===== src/rtl/alu_bist.sv =====
// Built-in self-test sequencer for the 4-bit ALU: sweeps all operand pairs for
// opcodes 000..100, compares each result with a golden model and keeps a tally.
module alu_bist #(
  parameter int unsigned SETTLE_CYCLES = 1
) (
  input  logic        clk,
  input  logic        rst,
  input  logic        start,
  output logic [3:0]  alu_a,
  output logic [3:0]  alu_b,
  output logic [2:0]  alu_sel,
  input  logic [3:0]  alu_result,
  output logic        busy,
  output logic        done,
  output logic        pass,
  output logic [10:0] err_count,
  output logic [10:0] first_fail
);

  typedef enum logic [1:0] {
    IDLE  = 2'b00,
    DRIVE = 2'b01,
    CHECK = 2'b10,
    DONE  = 2'b11
  } state_t;

  localparam logic [3:0]  SETTLE_LAST = 4'(SETTLE_CYCLES - 1);
  localparam logic [10:0] LAST_VEC    = 11'd1279;

  state_t      state_r;
  logic [3:0]  settle_r;
  logic [3:0]  expect_s;
  logic        mismatch_s;
  logic [10:0] vec_s;
  logic [10:0] next_vec_s;

  // Golden ALU model; results wrap modulo 16.
  function automatic logic [3:0] golden(input logic [2:0] sel,
                                        input logic [3:0] a,
                                        input logic [3:0] b);
    logic [3:0] r;
    case (sel)
      3'b000:  r = a + b;
      3'b001:  r = a - b;
      3'b010:  r = a & b;
      3'b011:  r = a | b;
      3'b100:  r = a ^ b;
      default: r = 4'b0000;
    endcase
    return r;
  endfunction

  // The vector index is exactly the concatenation {sel, A, B}.
  always_comb begin
    vec_s      = {alu_sel, alu_a, alu_b};
    next_vec_s = vec_s + 11'd1;
    expect_s   = golden(alu_sel, alu_a, alu_b);
    if (alu_result != expect_s) begin
      mismatch_s = 1'b1;
    end else begin
      mismatch_s = 1'b0;
    end
  end

  // Sweep sequencer with registered ALU drive and result registers.
  always_ff @(posedge clk or posedge rst) begin
    if (rst) begin
      state_r    <= IDLE;
      settle_r   <= 4'd0;
      alu_a      <= 4'd0;
      alu_b      <= 4'd0;
      alu_sel    <= 3'b000;
      busy       <= 1'b0;
      done       <= 1'b0;
      pass       <= 1'b0;
      err_count  <= 11'd0;
      first_fail <= 11'd0;
    end else begin
      case (state_r)
        IDLE, DONE: begin
          if (start) begin
            state_r    <= DRIVE;
            settle_r   <= 4'd0;
            alu_a      <= 4'd0;
            alu_b      <= 4'd0;
            alu_sel    <= 3'b000;
            busy       <= 1'b1;
            done       <= 1'b0;
            pass       <= 1'b0;
            err_count  <= 11'd0;
            first_fail <= 11'd0;
          end
        end
        DRIVE: begin
          if (settle_r == SETTLE_LAST) begin
            state_r <= CHECK;
          end else begin
            settle_r <= settle_r + 4'd1;
          end
        end
        CHECK: begin
          if (mismatch_s) begin
            err_count <= err_count + 11'd1;
            if (err_count == 11'd0) begin
              first_fail <= vec_s;
            end
          end
          if (vec_s == LAST_VEC) begin
            state_r <= DONE;
            busy    <= 1'b0;
            done    <= 1'b1;
            pass    <= (err_count == 11'd0) && !mismatch_s;
          end else begin
            state_r                   <= DRIVE;
            settle_r                  <= 4'd0;
            {alu_sel, alu_a, alu_b}   <= next_vec_s;
          end
        end
        default: begin
          state_r <= IDLE;
        end
      endcase
    end
  end

endmodule


===== config.mk =====
export PLATFORM = sky130hd
export DESIGN_NAME = alu_bist
export DESIGN_NICKNAME = d
export VERILOG_FILES = /design/src/rtl/alu_bist.sv
export SDC_FILE = /design/constraint.sdc
export NUM_CORES = 1
export LEC_CHECK = 0
export ABC_AREA = 0
export CAP_MARGIN = 20
export CELL_PAD_IN_SITES_DETAIL_PLACEMENT = 0
export CELL_PAD_IN_SITES_GLOBAL_PLACEMENT = 2
export CORE_MARGIN = 2
export CORE_UTILIZATION = 31
export CTS_BUF_LIST = sky130_fd_sc_hd__clkbuf_8 sky130_fd_sc_hd__clkbuf_16
export CTS_CLUSTER_DIAMETER = 50
export DETAILED_ROUTE_END_ITERATION = 8
export HOLD_SLACK_MARGIN = 0.08
export PLACE_DENSITY_LB_ADDON = 0.1
export SYNTH_ARGS = -nofsm -noshare
export SYNTH_HDL_FRONTEND = slang
export SYNTH_SLANG_ARGS = --single-unit

===== constraint.sdc =====
create_clock -name clk -period 9.4 [get_ports clk]
set_input_delay 1.41 -clock clk [delete_from_list [all_inputs] [get_ports clk]]
set_output_delay 1.41 -clock clk [all_outputs]
set_load 0.05 [all_outputs]

==> impl_metrics.toml, run 1 <==
[run_status]
outcome = "finished clean"

[placed_design]
io_buffers = 42
dpl_cell_area_mm2 = 0.003278
hpwl_um = 5136
place.gp.congestion = 0.7422

[clocking]
cts_tree = "built"
path_clk_slew_ps = 80
root_buffer = "clkbuf_8"
clk-insertion-delay-late_ps = 300
cts-buffers-inserted = 5
postCtsSetupBuffers = 0
postCtsHoldBufs = 0
h-tree-depth = 2
post_cts_resized = 0
cts_buffer_depth = 2
cts_sinks = 42

[worst_hold_path]
hp-class = "reg2reg"
hold_depth = 2

[routing]
vias_per_cell = 5.210
antenna_left = 0
vias = 2360
drt_first_pass_iters = 4
wirelength_um = 7417
wl_per_cell_um = 16.37
drc = 0
drt-initial-drc-count = 71

[timing]
worst_pin_slew_ps = 756.5
grt_setup_unrepaired = "no"
relSlewSlack = 0.4938
finalHoldViolCount = 0
setup_viol = 0
skew_ps = 7.985
holdWs_ps = 512.4
min_period_ps = 4038
final_max_slew_viol_count = 0
max_freq_mhz = 247.6
fin_crit_sh = 0.4296
fin_setup_tns_ps = 0

[critical_path]
reg2reg_depth = 12
cp_max_fo = 24
crit_type = "reg2reg"
required_ps = 9560
crit_path_start_kind = "flop"
cp_data_arrival_time_ps = 4190
end_kind = "flop"

[cells_and_area]
antennaDiodeCount = 0
seqCellArea_mm2 = 0.001051
multi_input_area_mm2 = 0.001570
fillers = 899
drive_gt1_frac = 0.05217
design_area_mm2 = 0.003391
syn_to_final_growth_pct = 22.29
fin_nets = 373

[pwr]
seqPwrFrac = 0.435
p_per_area_mw_per_mm2 = 152.6
swShare = 0.3551
ir_worst_vdd_uv = 81.10
power_frac_comb = 0.272
p_sw_mw = 0.1838
clkPwrFrac = 0.292
p_leak_nw = 1.455
p_int_mw = 0.3338

[floorplanning]
initial_core_util = 0.3195
rows = 34
io_pins = 43
die_w_um = 98.58
coreArea_mm2 = 0.008678
dieArea_mm2 = 0.009717
fp.dieH_um = 98.58

[global_route]
grt-ovfl-total = 0
grt_pass1_wl_um = 12720
grt_max_degree = 43
grt_pass1_vias = 2326
track_usage = 0.1623
antenna_found_initial = 0

[synthesis]
synth_ff_type = "dfrtp_1"
synth.area.top_cells = "dfrtp_1 (38%), ha_1 (9.0%), nand2_1 (4.2%)"
synth_warnings = 0
avgSynthCellArea_um2 = 8.973
netlist_area_mm2 = 0.002773
ys_ff_latch = 42
ys_seq_area_frac = 0.3791
synth.distinct_cells = 55
syn-num-nets = 337
yosysTopAreaCell = "dfrtp_1"
async_flop_share = 1.000
synth_edf_count = 0
synth.top_cell.area_share = 0.3791
synthCells = 309

[job]
max-cap-violations = 0
## area by class of cell
class                           instances  area share
Clock buffer                            6     0.02435
Clock inverter                          1    0.008856
Inverter                               21     0.02325
Multi-Input combinational cell        230      0.4631
Sequential cell                        42      0.3100
Tap cell                              108     0.03985
Timing Repair Buffer                   45      0.1306
## Yosys cell counts, types with 3 or more instances
cell       instances
nor3b_1            4
a21oi_1            8
nor3_1             8
nor2_1            21
dfrtp_1           42
inv_1             21
nand2b_1           5
nand2_1           31
and3_1             7
o21a_1             3
or2_2              3
o21ai_0           20
mux2i_1            6
o221ai_1           9
nand3_1           17
nor2b_1            5
clkbuf_1          12
nand4_1            4
xnor2_1           11
nor4_1             4
or3_1              3
xor2_1             5
o2bb2ai_1          4
ha_1              20
## worst paths after layout
path	startpoint	end	slack, ps
min	first_fail[0]	first_fail[0]	510
max in group asynchronous	rst	first_fail[9]	7450
min reg2reg	first_fail[0]	first_fail[0]	510
max	alu_sel[0]	first_fail[4]	5360
min in group asynchronous	rst	first_fail[1]	1570
max reg2reg	alu_sel[0]	first_fail[4]	5360
## state kept, by name, summed over array words and instances (netlist names)
| signal | count |
|---|---|
| err_count | 11 |
| done | 1 |
| alu_sel | 3 |
| pass | 1 |
| busy | 1 |
| first_fail | 11 |
| alu_b | 4 |
| settle_r | 4 |
| state_r | 2 |
| alu_a | 4 |
## kinds of logic (layout without fill, tap and decap cells)
| logic type | count (synthesis) | in the layout | share of synthesized area |
|---|---|---|---|
| simple gates | 126 | 126 | 0.2441 |
| xor+xnor | 16 | 16 | 0.05054 |
| mux | 7 | 7 | 0.02572 |
| buf+inv | 37 | 73 | 0.05460 |
| fa+ha+maj | 21 | 21 | 0.09747 |
| compound gates | 60 | 60 | 0.1485 |
| flops | 42 | 42 | 0.3791 |
## per-stage QoR
stage | worst slack [ps] | power, mW | std cells | utilization
2_1_floorplan | 5961 | 0.3179 | 309 | -
3_3_place_gp | 5329 | 0.3707 | 446 | 0.3777
3_5_place_dp | 5330 | 0.3721 | 446 | 0.3777
4_1_cts | 5357 | 0.5245 | 453 | 0.3907
5_1_grt | 5076 | 0.5459 | 453 | 0.3907
6_report | 5362 | 0.5175 | 453 | 0.3907
## power groups by stage
stage | sequential [mW] | clock, mW | combinational (mW)
finish | 0.225 | 0.151 | 0.141
global route | 0.231 | 0.163 | 0.153
CTS | 0.226 | 0.156 | 0.143
floorplan | 0.275 | 0 | 0.0426
detailed placement | 0.229 | 0 | 0.143
global placement | 0.229 | 0 | 0.142
## routing by layer
metal	share of wire	track usage	up-vias
met5	0	0	-
met4	0.010	0.04110	0
met3	0.027	0.02695	7
met2	0.44	0.2439	33
met1	0.52	0.2433	1152
li1	-	-	1168
## cells in the final DEF (no fill, tap or decap), drive strengths merged, types with 2 or more instances in the layout
cell type	instances
a21oi	8
and3	7
and4	3
buf	3
clkbuf	6
clkdlybuf4s50	42
dfrtp	42
ha	20
inv	21
mux2i	6
nand2	31
nand2b	5
nand3	17
nand3b	2
nand4	4
nor2	21
nor2b	5
nor3	9
nor3b	4
nor4	5
nor4bb	2
o211ai	2
o21a	3
o21ai	21
o221ai	9
o2bb2ai	4
or2	4
or3	3
or4	2
xnor2	11
xor2	5
## worst max-delay path, stage by stage, from the launching register on
cell      delay [ps]
dfrtp_1          720
nor3b_1          470
mux2_2           420
inv_1             60
ha_1             210
nor2b_1          130
o21a_1           180
a2111o_1         410
and4_4           200
nor4_4           200
buf_4            290
or2_1            430
o221ai_1         180
Note: power is estimated with default switching activity, not from simulation.
==> inputs of run 2 (changes only) <==
- clock period: 9.4 -> 3.82 ns (I/O delays scaled with it)
==> impl_metrics.toml, run 2 (synthesized netlist as in run 1, its figures left out) <==
[routing]
antenna_left = 0
vias = 2389
wirelength_um = 7521
drt_first_pass_iters = 4
vias_per_cell = 5.171
drc = 0
wl_per_cell_um = 16.28
drt-initial-drc-count = 65

[floorplanning]
fp.dieH_um = 98.58
coreArea_mm2 = 0.008678
die_w_um = 98.58
rows = 34
dieArea_mm2 = 0.009717
io_pins = 43
initial_core_util = 0.3195

[pwr]
ir_worst_vdd_uv = 135.3
p_leak_nw = 1.499
p_per_area_mw_per_mm2 = 364.0

[global_route]
antenna_found_initial = 0
grt-ovfl-total = 0
grt_pass1_vias = 2273
grt_max_degree = 43
track_usage = 0.1592
grt_pass1_wl_um = 12360

[cells_and_area]
fillers = 907
mostFrequentLayoutCells = "dfrtp_1 (42), clkdlybuf4s50_1 (42), nand2_1 (31), inv_1 (23), nor2_1 (21)"
fin_nets = 381
reg_top3 = "err_count (11), first_fail (11)"
drive_gt1_frac = 0.07062
antennaDiodeCount = 0
syn_to_final_growth_pct = 24.23

[critical_path]
r2r_setup_slack_ps = 340
cp_data_arrival_time_ps = 3700
cp_top_family = "simple AND/OR/NAND/NOR gates"
max_stage_delay_ps = 480
reg2reg_depth = 12
required_ps = 4040
crit_type = "reg2reg"
path_depth = 12
crit_slowest_cell = "or4_1"
rr_startpoint = "alu_sel[2]"
end_kind = "flop"
reg2reg_to = "err_count[3]"
cpMostUsedCell = "a21oi_1"
cp.buffers_inverters = 2
path_cells = "nor3b_1 -> mux2_2 -> inv_1 -> ha_1 -> nor2b_1 -> o21a_1 -> a2111o_1 -> a21oi_1 -> nor4_4 -> buf_4 -> or4_1 -> a21oi_1"
cp_max_fo = 22
crit_path_start_kind = "flop"

[worst_hold_path]
hold_path_end = "pass"
hp-class = "reg2reg"
min_from = "pass"
hold_depth = 2

[timing]
max_freq_mhz = 287.4
fin_crit_sh = 0.9109
final.setup.worst_slack_ps = 340.4
relSlewSlack = 0.4497
min_period_ps = 3480
setup_viol = 0
skew_ps = 7.979
final_max_slew_viol_count = 0
worst_pin_slew_ps = 822.3
finalHoldViolCount = 0
fin_setup_tns_ps = 0
grt_setup_unrepaired = "no"

[clocking]
root_buffer = "clkbuf_8"
cts-buffers-inserted = 5
postCtsSetupBuffers = 0
h-tree-depth = 2
cts_tree = "built"
post_cts_resized = 0
postCtsHoldBufs = 0
cts_buffer_depth = 2
clk-insertion-delay-late_ps = 300
path_clk_slew_ps = 90
cts_sinks = 42

[placed_design]
dp_slack_ps = 409.0
place.gp.congestion = 0.7832
io_buffers = 42
hpwl_um = 5317

[run_status]
outcome = "finished clean"

[job]
max-cap-violations = 0
[run 2: cell types whose count changed in the layout (fill, tap and decap cells not counted), sizes merged]
cell,change
clkbuf,-1
buf,+8
inv,+2
[run 2: final cells by class]
type	instances	area, um^2	area share
multi-input combinational	230	1570	0.4559
sequential	42	1051	0.3051
timing repair buffer	53	503.0	0.1460
tap	108	135.1	0.03923
inverter	21	78.83	0.02288
clock buffer	5	68.82	0.01998
clock inverter	3	37.54	0.01090
[run 2: power by group]
| part | internal (mW) | total, mW | switching (mW) |
|---|---|---|---|
| Sequential | 0.484 | 0.552 | 0.0682 |
| Clock | 0.191 | 0.355 | 0.164 |
| Combinational | 0.128 | 0.347 | 0.219 |
[run 2: tightest hold or removal path: stages, from the launching register on]
cell and delay (ps):
dfrtp_1 350, nand2_1 50, o21ai_1 70
[run 2: routing by layer]
layer  wire length, um  track usage  vias to the layer above
li1                  -            -                     1181
met5                 0            0                        -
met1              3678       0.2238                     1138
met3               333      0.03050                        5
met4                55      0.03477                        0
met2              3454       0.2564                       65
[run 2: stage by stage]
step             util  cell area, um^2  hold slack, ps  cells  power, mW
4_1_cts        0.3969             3445           498.5    462      1.276
5_1_grt        0.3969             3445           541.2    462      1.321
6_report       0.3969             3445           493.5    462      1.254
2_1_floorplan       -             2773           505.6    309     0.7822
3_5_place_dp   0.3847             3338           477.8    454     0.9122
3_3_place_gp   0.3847             3338           488.8    454     0.9089
[run 2: how the worst max path moves through the flow]
stage / to / startpoint
after floorplan: first_fail[10] / alu_b[0]
after global placement: err_count[3] / alu_b[1]
after detailed placement: err_count[3] / alu_sel[2]
after CTS: err_count[3] / alu_b[1]
after global routing: err_count[3] / alu_sel[2]
final: err_count[3] / alu_sel[2]
==> inputs of run 3 (changes only) <==
- ABC_CLOCK_PERIOD_IN_PS: not set -> 3820
- CELL_PAD_IN_SITES_DETAIL_PLACEMENT: 0 -> not set
- CELL_PAD_IN_SITES_GLOBAL_PLACEMENT: 2 -> not set
- PLACE_DENSITY_LB_ADDON: 0.1 -> not set
==> impl_metrics.toml, run 3 (synthesized netlist as in run 1, its figures left out) <==
[run_status]
outcome = "finished clean"

[worst_hold_path]
min_from = "pass"
hp-class = "reg2reg"
hold_path_end = "pass"
hold_depth = 2

[routing]
drt_first_pass_iters = 4
wirelength_um = 6955
antenna_left = 0
vias_per_cell = 5.222
drt-initial-drc-count = 103
wl_per_cell_um = 15.12
vias = 2402
drc = 0

[floorplanning]
die_w_um = 98.58
io_pins = 43
initial_core_util = 0.3195
coreArea_mm2 = 0.008678
rows = 34
dieArea_mm2 = 0.009717
fp.dieH_um = 98.58

[cells_and_area]
reg_top3 = "err_count (11), first_fail (11)"
seqCellArea_mm2 = 0.001051
drive_gt1_frac = 0.07102
syn_to_final_growth_pct = 23.83
antennaDiodeCount = 0
fin_nets = 379
multi_input_area_mm2 = 0.001570
design_area_mm2 = 0.003433
mostFrequentLayoutCells = "dfrtp_1 (42), clkdlybuf4s50_1 (42), nand2_1 (31), nor2_1 (21), inv_1 (21)"
fillers = 901

[timing]
max_freq_mhz = 292.5
setup_viol = 0
skew_ps = 12.01
min_period_ps = 3419
grt_setup_unrepaired = "no"
finalHoldViolCount = 0
fin_crit_sh = 0.8951
final_max_slew_viol_count = 0
worst_pin_slew_ps = 828.7
fin_setup_tns_ps = 0
relSlewSlack = 0.4455

[clocking]
cts_tree = "built"
cts-buffers-inserted = 5
cts_sinks = 42
post_cts_resized = 0
clk-insertion-delay-late_ps = 300
h-tree-depth = 2
postCtsHoldBufs = 0
path_clk_slew_ps = 80
cts_buffer_depth = 2
postCtsSetupBuffers = 0
root_buffer = "clkbuf_8"

[critical_path]
rr_startpoint = "alu_b[1]"
reg2reg_to = "err_count[3]"
crit_type = "reg2reg"
end_kind = "flop"
required_ps = 4040
cp_data_arrival_time_ps = 3640
crit_path_start = "alu_b[1]"
crit_path_start_kind = "flop"
reg2reg_depth = 13
cp_max_fo = 22
r2r_setup_slack_ps = 400

[global_route]
track_usage = 0.1493
antenna_found_initial = 0
grt_pass1_vias = 2396
grt_max_degree = 43
grt-ovfl-total = 0
grt_pass1_wl_um = 11820

[placed_design]
place.gp.congestion = 0.8649
dpl_cell_area_mm2 = 0.003323
hpwl_um = 4887
io_buffers = 42

[job]
max-cap-violations = 0

[pwr]
ir_worst_vdd_uv = 131.9
p_per_area_mw_per_mm2 = 358.8
finalPower_mw = 1.232
p_leak_nw = 1.485
run 3: changes by cell type in the layout (fill, tap and decap cells not counted), sizes merged:
cell | before | now
buf | 11 | 9
clkbuf | 5 | 8
bufinv | 1 | 0
inv | 23 | 21
run 3: worst max path at each step:
stage,end
2_1_floorplan,first_fail[10]
3_3_place_gp,err_count[3]
3_5_place_dp,err_count[3]
4_1_cts,err_count[3]
5_1_grt,err_count[3]
6_report,err_count[3]
run 3: critical path, cell delays in order (launching register included):
cell and delay [ps]:
dfrtp_1 500, inv_1 130, ha_1 300, mux2_2 290, inv_1 60, ha_1 210, nor2b_1 130, o21a_1 180
a2111o_1 400, a21oi_1 240, nor4_4 60, buf_4 220, or4_1 470, a21oi_1 150
run 3: per-stage QoR:
stage / hold WS [ps] / cells / worst slack [ps] / utilization
after CTS: 508.7 / 460 / 398.9 / 0.3956
after global routing: 546.4 / 460 / 178.4 / 0.3956
final: 496.4 / 460 / 400.7 / 0.3956
after detailed placement: 489.7 / 452 / 426.9 / 0.3829
after global placement: 483.2 / 452 / 452.5 / 0.3829
after floorplan: 505.6 / 309 / 381.5 / -
run 3: layer usage:
| layer | share of wire | vias up | track usage |
|---|---|---|---|
| met5 | 0 | - | 0 |
| met4 | 0.014 | 0 | 0.04215 |
| met3 | 0.037 | 8 | 0.03404 |
| met2 | 0.47 | 44 | 0.2370 |
| met1 | 0.47 | 1164 | 0.2053 |
| li1 | - | 1186 | - |
run 3: final cells by class:
cell class                 count  share of cell area
tap                          108             0.03936
sequential                    42              0.3061
clock buffer                   8             0.03207
timing repair buffer          51              0.1421
inverter                      21             0.02296
multi-input combinational    230              0.4574
run 3: report_power, final:
group | total [mW] | internal (mW) | switching (mW)
clock network | 0.338 | 0.183 | 0.155
registers | 0.550 | 0.484 | 0.0667
logic | 0.344 | 0.128 | 0.216
total | 1.23 | 0.795 | 0.437
